$ cat src/rtl/tl_tx_err_msg_sender_pkg.sv
// Shared constants for the RX-error message sender: FSM encoding, Cpl header fields,
// PCIe error message codes and the DW1 field positions inside the 128-bit error header.
package tl_tx_err_msg_sender_pkg;

   typedef enum logic [2:0] {
      IDLE,
      LOAD,
      SEND_MSG,
      SEND_CPL,
      POP
   } state_t;

   localparam logic [7:0]  CPL_FMT_TYPE = 8'h0A;
   localparam logic [2:0]  CPL_STS_UR   = 3'b001;
   localparam logic [11:0] UR_BYTE_CNT  = 12'd4;

   localparam logic [7:0]  MSG_ERR_COR      = 8'h30;
   localparam logic [7:0]  MSG_ERR_NONFATAL = 8'h31;
   localparam logic [7:0]  MSG_ERR_FATAL    = 8'h33;

   // Message code, requester ID and tag all live in DW1 (bits [95:64]) of {DW0,DW1,DW2,DW3}.
   localparam int MSG_CODE_LSB = 64;
   localparam int TAG_LSB      = 72;
   localparam int REQ_ID_LSB   = 80;

endpackage

$ cat src/rtl/tl_tx_ur_cpl_hdr_builder.sv
// Combinational 3DW Unsupported-Request completion header: {DW0, DW1, DW2, DW3=0}.
module tl_tx_ur_cpl_hdr_builder
   import tl_tx_err_msg_sender_pkg::*;
#(
   parameter int COMPLETER_ID_W = 16
) (
   input  logic [COMPLETER_ID_W-1:0] completer_id,
   input  logic [15:0]               req_id,
   input  logic [7:0]                tag,
   output logic [127:0]              cpl_hdr
);

   logic [15:0] cid;
   assign cid = 16'(completer_id);

   // Length 0, BCM 0, lower address 0.
   assign cpl_hdr = {CPL_FMT_TYPE, 24'h0,
                     cid, CPL_STS_UR, 1'b0, UR_BYTE_CNT,
                     req_id, tag, 1'b0, 7'd0,
                     32'h0};

endmodule

$ cat src/rtl/tl_tx_err_msg_sender.sv
// Drains the RX error FIFO: forwards each error message to TX and, when the build defines
// TL_TX_ERR_UR_CPL_EN, follows it with a UR completion; pops the entry once all TLPs are accepted.
module tl_tx_err_msg_sender
   import tl_tx_err_msg_sender_pkg::*;
#(
   parameter int COMPLETER_ID_W = 16,
   parameter int CNT_W          = 16
) (
   input  logic                      clk,
   input  logic                      rst,
   input  logic                      err_fifo_empty,
   input  logic [127:0]              err_tlp_msg,
   input  logic                      err_ur_cpl_valid,
   input  logic [COMPLETER_ID_W-1:0] completer_id,
   output logic                      msg_trans_en,
   output logic                      read_ptr_incr,
   output logic                      tx_valid,
   input  logic                      tx_ready,
   output logic [127:0]              tx_hdr,
   output logic                      tx_hdr_4dw,
   output logic [CNT_W-1:0]          msg_sent_cnt
);

   state_t       state;
   logic [127:0] msg_q;
   logic         cpl_q;
   logic         ur_in;
   logic [127:0] cpl_hdr;

`ifdef TL_TX_ERR_UR_CPL_EN
   logic [23:0] cpl_src;

   // In LOAD the header comes straight from the FIFO since msg_q is only captured at the edge.
   assign cpl_src = (state == LOAD) ? err_tlp_msg[TAG_LSB +: 24] : msg_q[TAG_LSB +: 24];
   assign ur_in   = err_ur_cpl_valid;

   tl_tx_ur_cpl_hdr_builder #(
      .COMPLETER_ID_W (COMPLETER_ID_W)
   ) u_cpl_hdr (
      .completer_id (completer_id),
      .req_id       (cpl_src[23:8]),
      .tag          (cpl_src[7:0]),
      .cpl_hdr      (cpl_hdr)
   );
`else
   logic unused_cpl_cfg;

   assign unused_cpl_cfg = ^{completer_id, err_ur_cpl_valid};
   assign ur_in          = 1'b0;
   assign cpl_hdr        = '0;
`endif

   always_ff @(posedge clk or negedge rst) begin
      if (!rst) begin
         state         <= IDLE;
         msg_q         <= '0;
         cpl_q         <= 1'b0;
         msg_sent_cnt  <= '0;
         tx_valid      <= 1'b0;
         tx_hdr        <= '0;
         tx_hdr_4dw    <= 1'b0;
         msg_trans_en  <= 1'b0;
         read_ptr_incr <= 1'b0;
      end else begin
         msg_trans_en  <= 1'b0;
         read_ptr_incr <= 1'b0;
         case (state)
            IDLE: begin
               if (!err_fifo_empty) begin
                  state        <= LOAD;
                  msg_trans_en <= 1'b1;
               end
            end
            LOAD: begin
               msg_q <= err_tlp_msg;
               cpl_q <= ur_in;
               if (err_tlp_msg[MSG_CODE_LSB +: 8] != 8'h00) begin
                  state      <= SEND_MSG;
                  tx_valid   <= 1'b1;
                  tx_hdr     <= err_tlp_msg;
                  tx_hdr_4dw <= 1'b1;
               end else if (ur_in) begin
                  state      <= SEND_CPL;
                  tx_valid   <= 1'b1;
                  tx_hdr     <= cpl_hdr;
                  tx_hdr_4dw <= 1'b0;
               end else begin
                  state         <= POP;
                  read_ptr_incr <= 1'b1;
               end
            end
            SEND_MSG: begin
               if (tx_ready) begin
                  if (msg_sent_cnt != {CNT_W{1'b1}})
                     msg_sent_cnt <= msg_sent_cnt + CNT_W'(1);
                  if (cpl_q) begin
                     state      <= SEND_CPL;
                     tx_hdr     <= cpl_hdr;
                     tx_hdr_4dw <= 1'b0;
                  end else begin
                     state         <= POP;
                     tx_valid      <= 1'b0;
                     tx_hdr        <= '0;
                     tx_hdr_4dw    <= 1'b0;
                     read_ptr_incr <= 1'b1;
                  end
               end
            end
            SEND_CPL: begin
               if (tx_ready) begin
                  state         <= POP;
                  tx_valid      <= 1'b0;
                  tx_hdr        <= '0;
                  tx_hdr_4dw    <= 1'b0;
                  read_ptr_incr <= 1'b1;
               end
            end
            POP:     state <= IDLE;
            default: state <= IDLE;
         endcase
      end
   end

endmodule

$ cat config.mk
export PLATFORM = sky130hd
export DESIGN_NAME = tl_tx_err_msg_sender
export DESIGN_NICKNAME = d
export VERILOG_FILES = /design/src/rtl/tl_tx_err_msg_sender_pkg.sv /design/src/rtl/tl_tx_ur_cpl_hdr_builder.sv /design/src/rtl/tl_tx_err_msg_sender.sv
export SDC_FILE = /design/constraint.sdc
export NUM_CORES = 1
export LEC_CHECK = 0
export CORE_UTILIZATION = 42
export DETAILED_ROUTE_END_ITERATION = 10
export PLACE_DENSITY_LB_ADDON = 0.3
export SYNTH_ARGS = -nofsm -noshare
export SYNTH_HDL_FRONTEND = slang
export SYNTH_SLANG_ARGS = --single-unit
export TNS_END_PERCENT = 50
$ cat constraint.sdc
create_clock -name clk -period 4.5 [get_ports clk]
set_clock_uncertainty 0.1 [all_clocks]
set_input_delay 0.9 -clock clk [delete_from_list [all_inputs] [get_ports clk]]
set_output_delay 0.9 -clock clk [all_outputs]
set_load 0.02 [all_outputs]
==> impl_results.md, run 1 <==
* Area occupied by multi-input gates at 1640 sq um
* Yosys warnings at 0
* Root buffer cell: clkbuf_16
* Simple-gate portion of the synthesized area at between 4 and 5%
* Vias per cell at 5.38
* Max Freq at between 300 and 400 MHz
* Initial antenna violation count at 0
* Status: finished clean
* Clk network pwr share at 22.7%
* Worst EP required at around 4800 ps
* Die Span Y at 118 um
* #FFs+latches synth at 151
* Post-synth EDFFs at 0
* Die area at roughly 14,000 sq um
* Ys async rst share at 100%
* Most common cell in the synthesized netlist: dfrtp_1
* Pin count of the biggest net entering global routing at 101
* Critical path, cell by cell: clkdlybuf4s50_1, or4_1, o21ai_2, nor2_4, buf_4, a22o_1
* Sequential power share at between 30% and 40%
* Worst VDD drop at 363 uV
* Logic gate share of total power at between 40 and 50%
* Synth Area in Compound Gates at a little under a quarter
* Final Util at approximately 71%
* Delay-heaviest family, CP: buffers and inverters
* Final Wtd Congestion at 0.869
* Grt total ovfl at 0
* Worst rel slew slack at a little over a third
* Resize count post-CTS at 0
* Register area at approximately 3800 sq um
* First-pass GRT wire length at roughly 26 mm
* 1st-iter DRT viols at between 200 and 250
* CTS max path bufs at 2
* Mux share of post-synthesis cell area at less than 1%
* XOR/XNOR Fraction of Synth Area at 1.24%
* Power Density at about 730 nW/um^2
* Setup crit start kind: input port
* Fin Setup TNS at 0 ps
* Distinct cells, synth at 35
* Later-pin clock latency in the skew report at between 400 and 500 ps
* Actual slew at the worst max-slew pin at 956 ps
* Setup violations, final at 0
* P_leak at between 3 and 4 nW
* Fillers at around 890
* Layout net count at around 800
* Largest family of logic cells by synthesized area: compound AO/OA/AOI/OAI gates
* Synth top area cells: dfrtp_1, a22o_1, buf_6
* CP Capture Type: flip-flop
* Crit path arrival time at ~3600 ps
* Total GRT Usage at 24.7%
* Slew Viols, Final at 0
* CTS tree: built
* Crit Path Category: in -> reg
* Yosys top cell area share at about two thirds
* Slowest CP cell: buf_4
* Total setup buffers inserted after CTS at 0
* Post-synthesis net count at between 500 and 600
* Net Sw Frac at 35.2%
* Via count at around 4.6k
* Layout area overhead at 61.8%
* Clk pin slew, worst setup/hold paths at ~60 ps
* Post-CTS Hold Buffers at 0
* Initial Utilization at approximately 44%
* DRC violations left at 0
* CTS sink count at roughly 150
* Total CTS buffers at 17
* RSZ-0062 raised after global routing: no
* CP max FO at 88
* CP bufs+invs at 2
* Synthesized cell area at about 5600 sq um
* PortBufs at approximately 280
* Pint at 4.32 mW
* DRT Pass-1 Iters at 4
* Fin. Hold Viols at 0
* Pre-CTS WS at roughly 740 ps
* H-tree levels at 4
* HP Class: reg -> reg
* Average wire per standard cell at between 15 and 20 um
* Number of max-cap violations at 0
* Antenna Nets Post-Route at 0
* Post-Synth Adder-Cell Area at 0.222%
* Site Rows at slightly above 40
* Vias in the first global route at 4,713
* Std-Cell Core Area at ~13,000 sq um
* Worst Setup Slack, final at 1190 ps
* Most used DFF post-synth: dfrtp_1
* Tcrit/Tclk final at about 74%
* Area leader, netlist: dfrtp_1
* Drt total wl at between 15 and 20 mm
* # diodes at 0
* Die width at about 120 um
* DP HPWL at ~11 mm
* Synth Area per Inst at roughly 15 sq um
* Minimum clock period at around 3300 ps
* Synth top cells by count: dfrtp_1, a22o_1, buf_2
* Worst path max stage delay at approximately 840 ps
* Share of cells above drive strength 1 at around 6.5%
* Sequential element share of the synthesized area at around two thirds
* I/O Pins at ~300
* Net Sw Power at around 2.3 mW
* Post-Syn Instances at about 390
==> logic make-up after synthesis <==
group	count (synthesis)
AOI/OAI and AO/OA	153
xor gates and xnor gates	8
adders and majority gates	1
buffers and inverters	31
DFF	151
muxes	3
and+or+nand+nor	40
==> through the flow <==
step / instance area, sq um / power [mW] / hold slack (ps) / cells
2_1_floorplan: 5640 / 3.83 / 455 / 387
3_3_place_gp: 8480 / 5.08 / 386 / 813
3_5_place_dp: 8480 / 5.16 / 390 / 813
4_1_cts: 9120 / 6.72 / 408 / 845
5_1_grt: 9120 / 6.97 / 417 / 845
6_report: 9120 / 6.65 / 403 / 845
==> sequential cells by signal, indices dropped and copies added, names as in the netlist <==
register	cells
tx_hdr_4dw	1
msg_trans_en	1
read_ptr_incr	1
state	3
tx_valid	1
msg_sent_cnt	16
tx_hdr	128
==> routing by layer <==
layer | up-vias | track usage, % | share of wire, %
met3 | 29 | 7.41 | 6.8
met2 | 208 | 41.0 | 50
li1 | 2047 | - | -
met1 | 2266 | 30.0 | 41
met5 | - | 0 | 0
met4 | 0 | 10.0 | 2.1
==> area by class of cell <==
type | count | share of cell area [%]
sequential | 151 | 41.4
timing repair buffer | 284 | 31.2
multi-input combinational | 205 | 18.0
clock buffer | 21 | 5.16
tap | 172 | 2.36
clock inverter | 11 | 1.88
inverter | 1 | 0.0411
==> path summary, 6_finish.rpt <==
check / from / endpoint / slack, ps / cells after the start
max in group asynchronous: rst / tx_hdr[28]$_DFFE_PN0P_ / 2880 / 2
hold reg to reg: tx_hdr[103]$_DFFE_PN0P_ / tx_hdr[103]$_DFFE_PN0P_ / 400 / 1
setup reg to reg: state[1]$_DFFE_PN0P_ / tx_hdr[33]$_DFFE_PN0P_ / 1680 / 5
setup / recovery: err_tlp_msg[69] / tx_hdr[33]$_DFFE_PN0P_ / 1190 / 6
hold / removal: tx_hdr[103]$_DFFE_PN0P_ / tx_hdr[103]$_DFFE_PN0P_ / 400 / 1
min in group asynchronous: rst / tx_hdr[14]$_DFFE_PN0P_ / 470 / 1
==> placed cells by master, fill, tap and decap left out, types with 5 or more instances in the layout <==
master,count
clkdlybuf4s50_1,278
dfrtp_1,151
a22o_1,128
clkbuf_16,17
a21oi_1,7
xnor2_1,7
nand2_1,6
nand3_1,6
and3_1,6
o21ai_0,6
nand4_1,5
clkinvlp_4,5
==> power groups by stage <==
stage                     Clock [mW]  Sequential, mW  Combinational, mW
final                           1.51            2.18               2.96
after global routing            1.60            2.25               3.12
after floorplan                    0            2.78               1.05
after detailed placement           0            2.20               2.96
after global placement             0            2.17               2.92
after CTS                       1.54            2.18               2.99
No activity file was read; power rests on OpenSTA's default activity.
==> run 2, diff against run 1 <==
Settings changed: CORE_UTILIZATION 42 to 36.
Clock period 4.5 ns to 2.8 ns, I/O delays scaled along.
==> run 2 against run 1 <==
Worst hold slack got worse by 1.2 ps. Clock power up 49%. Cell count grew 5.3%. Clock-buffer cell count unchanged. Non-clock buffer count is 6 higher. Sequential share of layout area shrank 0.39 points. Critical endpoint is now tx_hdr[119]$_DFFE_PN0P_. Power grew 59%. Utilization down 10 points. Setup slack got worse by 750 ps. Largest cell class unchanged. Flip-flop and latch count unchanged. Combinational power rose by 63%. Global-route usage shrank 4.5 points.
==> impl_results.md, run 2 (same netlist as run 1, synthesis figures left out) <==
* Status: finished clean (unchanged)
* Total GRT Usage at 20.2% (was 24.7%)
* Fin Setup TNS at 0 ps (unchanged)
* Largest register FFs at 128 (unchanged)
* Layout net count at 816 (was 810)
* Slowest CP cell: or4_1 (was buf_4)
* Tcrit/Tclk final at 84.3%
* Setup crit start kind: input port (unchanged)
* Hold_sp: tx_hdr[103]$_DFFE_PN0P_ (unchanged)
* Share of cells above drive strength 1 at 7.07% (was 6.54%)
* Initial antenna violation count at 0 (unchanged)
* Crit path arrival time at 2600 ps (was 3560 ps)
* Vias in the first global route at 4,626 (was 4,713)
* P_leak at 3.99 nW (was 3.95 nW)
* Worst EP required at 3040 ps (was 4750 ps)
* Drt total wl at 16.2 mm (was 16.4 mm)
* Layout area overhead at 63.4% (was 61.8%)
* Leading registers by flop count: tx_hdr (128), msg_sent_cnt (16), state (3) (unchanged)
* Worst Hold End: tx_hdr[103]$_DFFE_PN0P_ (unchanged)
* Sequential power share at 33.2% (was 32.8%)
* Net Sw Power at 3.77 mW (was 2.34 mW)
* Site Rows at 45 (was 41)
* Worst rel slew slack at 70.0% (was 36.1%)
* First-pass GRT wire length at 25.3 mm (was 26.2 mm)
* Worst path max stage delay at 580 ps (was 840 ps)
* Total setup buffers inserted after CTS at 0 (unchanged)
* RR Endpoint: msg_sent_cnt[1]$_DFFE_PN0P_ (was tx_hdr[33]$_DFFE_PN0P_)
* Later-pin clock latency in the skew report at 410 ps (about the same)
* RSZ-0062 raised after global routing: no (unchanged)
* Initial Utilization at 36.9% (was 43.8%)
* Actual slew at the worst max-slew pin at 444 ps (was 956 ps)
* H-tree levels at 4 (unchanged)
* Worst r2r src: msg_sent_cnt[0]$_DFFE_PN0P_ (was state[1]$_DFFE_PN0P_)
* Die Span Y at 127 um (was 118 um)
* Via count at 4,578 (was 4,550)
* Fillers at 1,237 (was 886)
* CP Capture Type: flip-flop (unchanged)
* CP max FO at 55 (was 88)
* Critical path, cell by cell: clkdlybuf4s50_1, or4_1, o21ai_2, a21o_4, buf_12, a22o_1 (was clkdlybuf4s50_1, or4_1, o21ai_2, nor2_4, buf_4, a22o_1)
* CTS max path bufs at 2 (unchanged)
* Minimum clock period at between 2000 and 2500 ps
* DP HPWL at 11.3 mm (was 11.5 mm)
* Hold path depth at 1 (unchanged)
* Worst VDD drop at 503 uV (was 363 uV)
* Grt total ovfl at 0 (unchanged)
* Setup violations, final at 0 (unchanged)
* 1st-iter DRT viols at 255 (was 216)
* Net Sw Frac at 35.6% (was 35.2%)
* Std-Cell Core Area at 15,300 sq um (was 12,900 sq um)
* Final Util at 60.4% (was 70.8%)
* Fin. Hold Viols at 0 (unchanged)
* Number of max-cap violations at 0 (unchanged)
* Power Density at 1150 nW/um^2 (was 729 nW/um^2)
* Root buffer cell: clkbuf_16 (unchanged)
* Max Freq at approximately 420 MHz
* HP Class: reg -> reg (unchanged)
* CTS tree: built (unchanged)
* Cell depth of the worst flop-to-flop path at 5 (unchanged)
* # diodes at 0 (unchanged)
* Slew Viols, Final at 0 (unchanged)
* Most common cell after layout, fill and taps aside: clkdlybuf4s50_1 (unchanged)
* DRT Pass-1 Iters at 4 (unchanged)
* Average wire per standard cell at 18.2 um (was 19.4 um)
* Commonest non-fill, non-tap cells in the layout: clkdlybuf4s50_1, dfrtp_1, a22o_1 (unchanged)
* Flop2flop setup slack at 780 ps (was 1680 ps)
* Total CTS buffers at 17 (unchanged)
* Die width at 127 um (was 118 um)
* Clk pin slew, worst setup/hold paths at 60 ps (about the same)
* Vias per cell at 5.14 (was 5.38)
* Antenna Nets Post-Route at 0 (unchanged)
* Pin count of the biggest net entering global routing at 71 (was 101)
* CTS sink count at 151 (unchanged)
* PortBufs at 279 (unchanged)
* Clk network pwr share at 21.2% (was 22.7%)
* Biggest register: tx_hdr (unchanged)
* Die area at 16,200 sq um (was 13,900 sq um)
* Pint at 6.81 mW (was 4.32 mW)
* I/O Pins at 297 (unchanged)
* Final Wtd Congestion at 0.848 (was 0.869)
* Crit Path Category: in -> reg (unchanged)
* DRC violations left at 0 (unchanged)
* Logic gate share of total power at 45.6% (was 44.5%)
run 2: cell count changes in the layout (fill, tap and decap cells not counted), moves of 2 or more:
| cell | change |
|---|---|
| inv_6 | +2 |
| clkinvlp_4 | -4 |
| clkinv_2 | +3 |
| bufinv_16 | -2 |
| buf_12 | +4 |
run 2: metal layers:
metal / wire length [um] / track usage [%]
met2: 7960 / 33.1
met1: 6670 / 25.5
met5: 0 / 0
met3: 1350 / 6.78
met4: 224 / 6.16
run 2: stage by stage:
step           total power, mW  hold WS [ps]  area (sq um)  instances  worst slack, ps
4_1_cts                   10.7           408          9210        890              446
6_report                  10.6           402          9210        890              438
3_3_place_gp              8.23           331          8620        857              106
2_1_floorplan             6.16           164          5640        387              721
5_1_grt                   11.1           417          9210        890              353
3_5_place_dp              8.38           336          8620        857             28.0
run 2: worst max-delay path by stage:
stage	start	to	slack, ps
final	err_tlp_msg[71]	tx_hdr[119]$_DFFE_PN0P_	440
after global routing	err_tlp_msg[71]	tx_hdr[22]$_DFFE_PN0P_	350
after CTS	err_tlp_msg[71]	tx_hdr[119]$_DFFE_PN0P_	450
after detailed placement	err_tlp_msg[71]	tx_hdr[19]$_DFFE_PN0P_	30
after global placement	err_tlp_msg[67]	tx_hdr[22]$_DFFE_PN0P_	110
after floorplan	err_tlp_msg[71]	tx_hdr[0]$_DFFE_PN0P_	720
run 2: layout make-up:
| cell class | count | area (sq um) | share of cell area (%) |
|---|---|---|---|
| inverter | 1 | 3.75 | 0.0408 |
| tap | 211 | 264 | 2.87 |
| clock inverter | 11 | 123 | 1.33 |
| timing repair buffer | 290 | 2940 | 31.9 |
| clock buffer | 21 | 460 | 5.00 |
| multi-input combinational | 205 | 1640 | 17.8 |
| sequential | 151 | 3780 | 41.0 |
run 2: power groups by stage:
stage | Sequential, mW | Clock (mW) | Combinational [mW]
floorplan | 4.47 | 0 | 1.69
global placement | 3.49 | 0 | 4.74
detailed placement | 3.54 | 0 | 4.84
CTS | 3.51 | 2.29 | 4.87
global route | 3.62 | 2.40 | 5.11
finish | 3.51 | 2.25 | 4.82
run 2: critical path: cells and delay by family:
kind	cells	cell delay, ps
simple gates	1	580
buf+inv	2	660
compound gates	3	750
run 2: timing repair:
| action | CTS | global route |
|---|---|---|
| resized for setup | 0 | 0 |
| endpoints found under the hold margin | 23 | 0 |
| hold buffers | 1 | 0 |
| setup endpoints to repair | 0 | 0 |
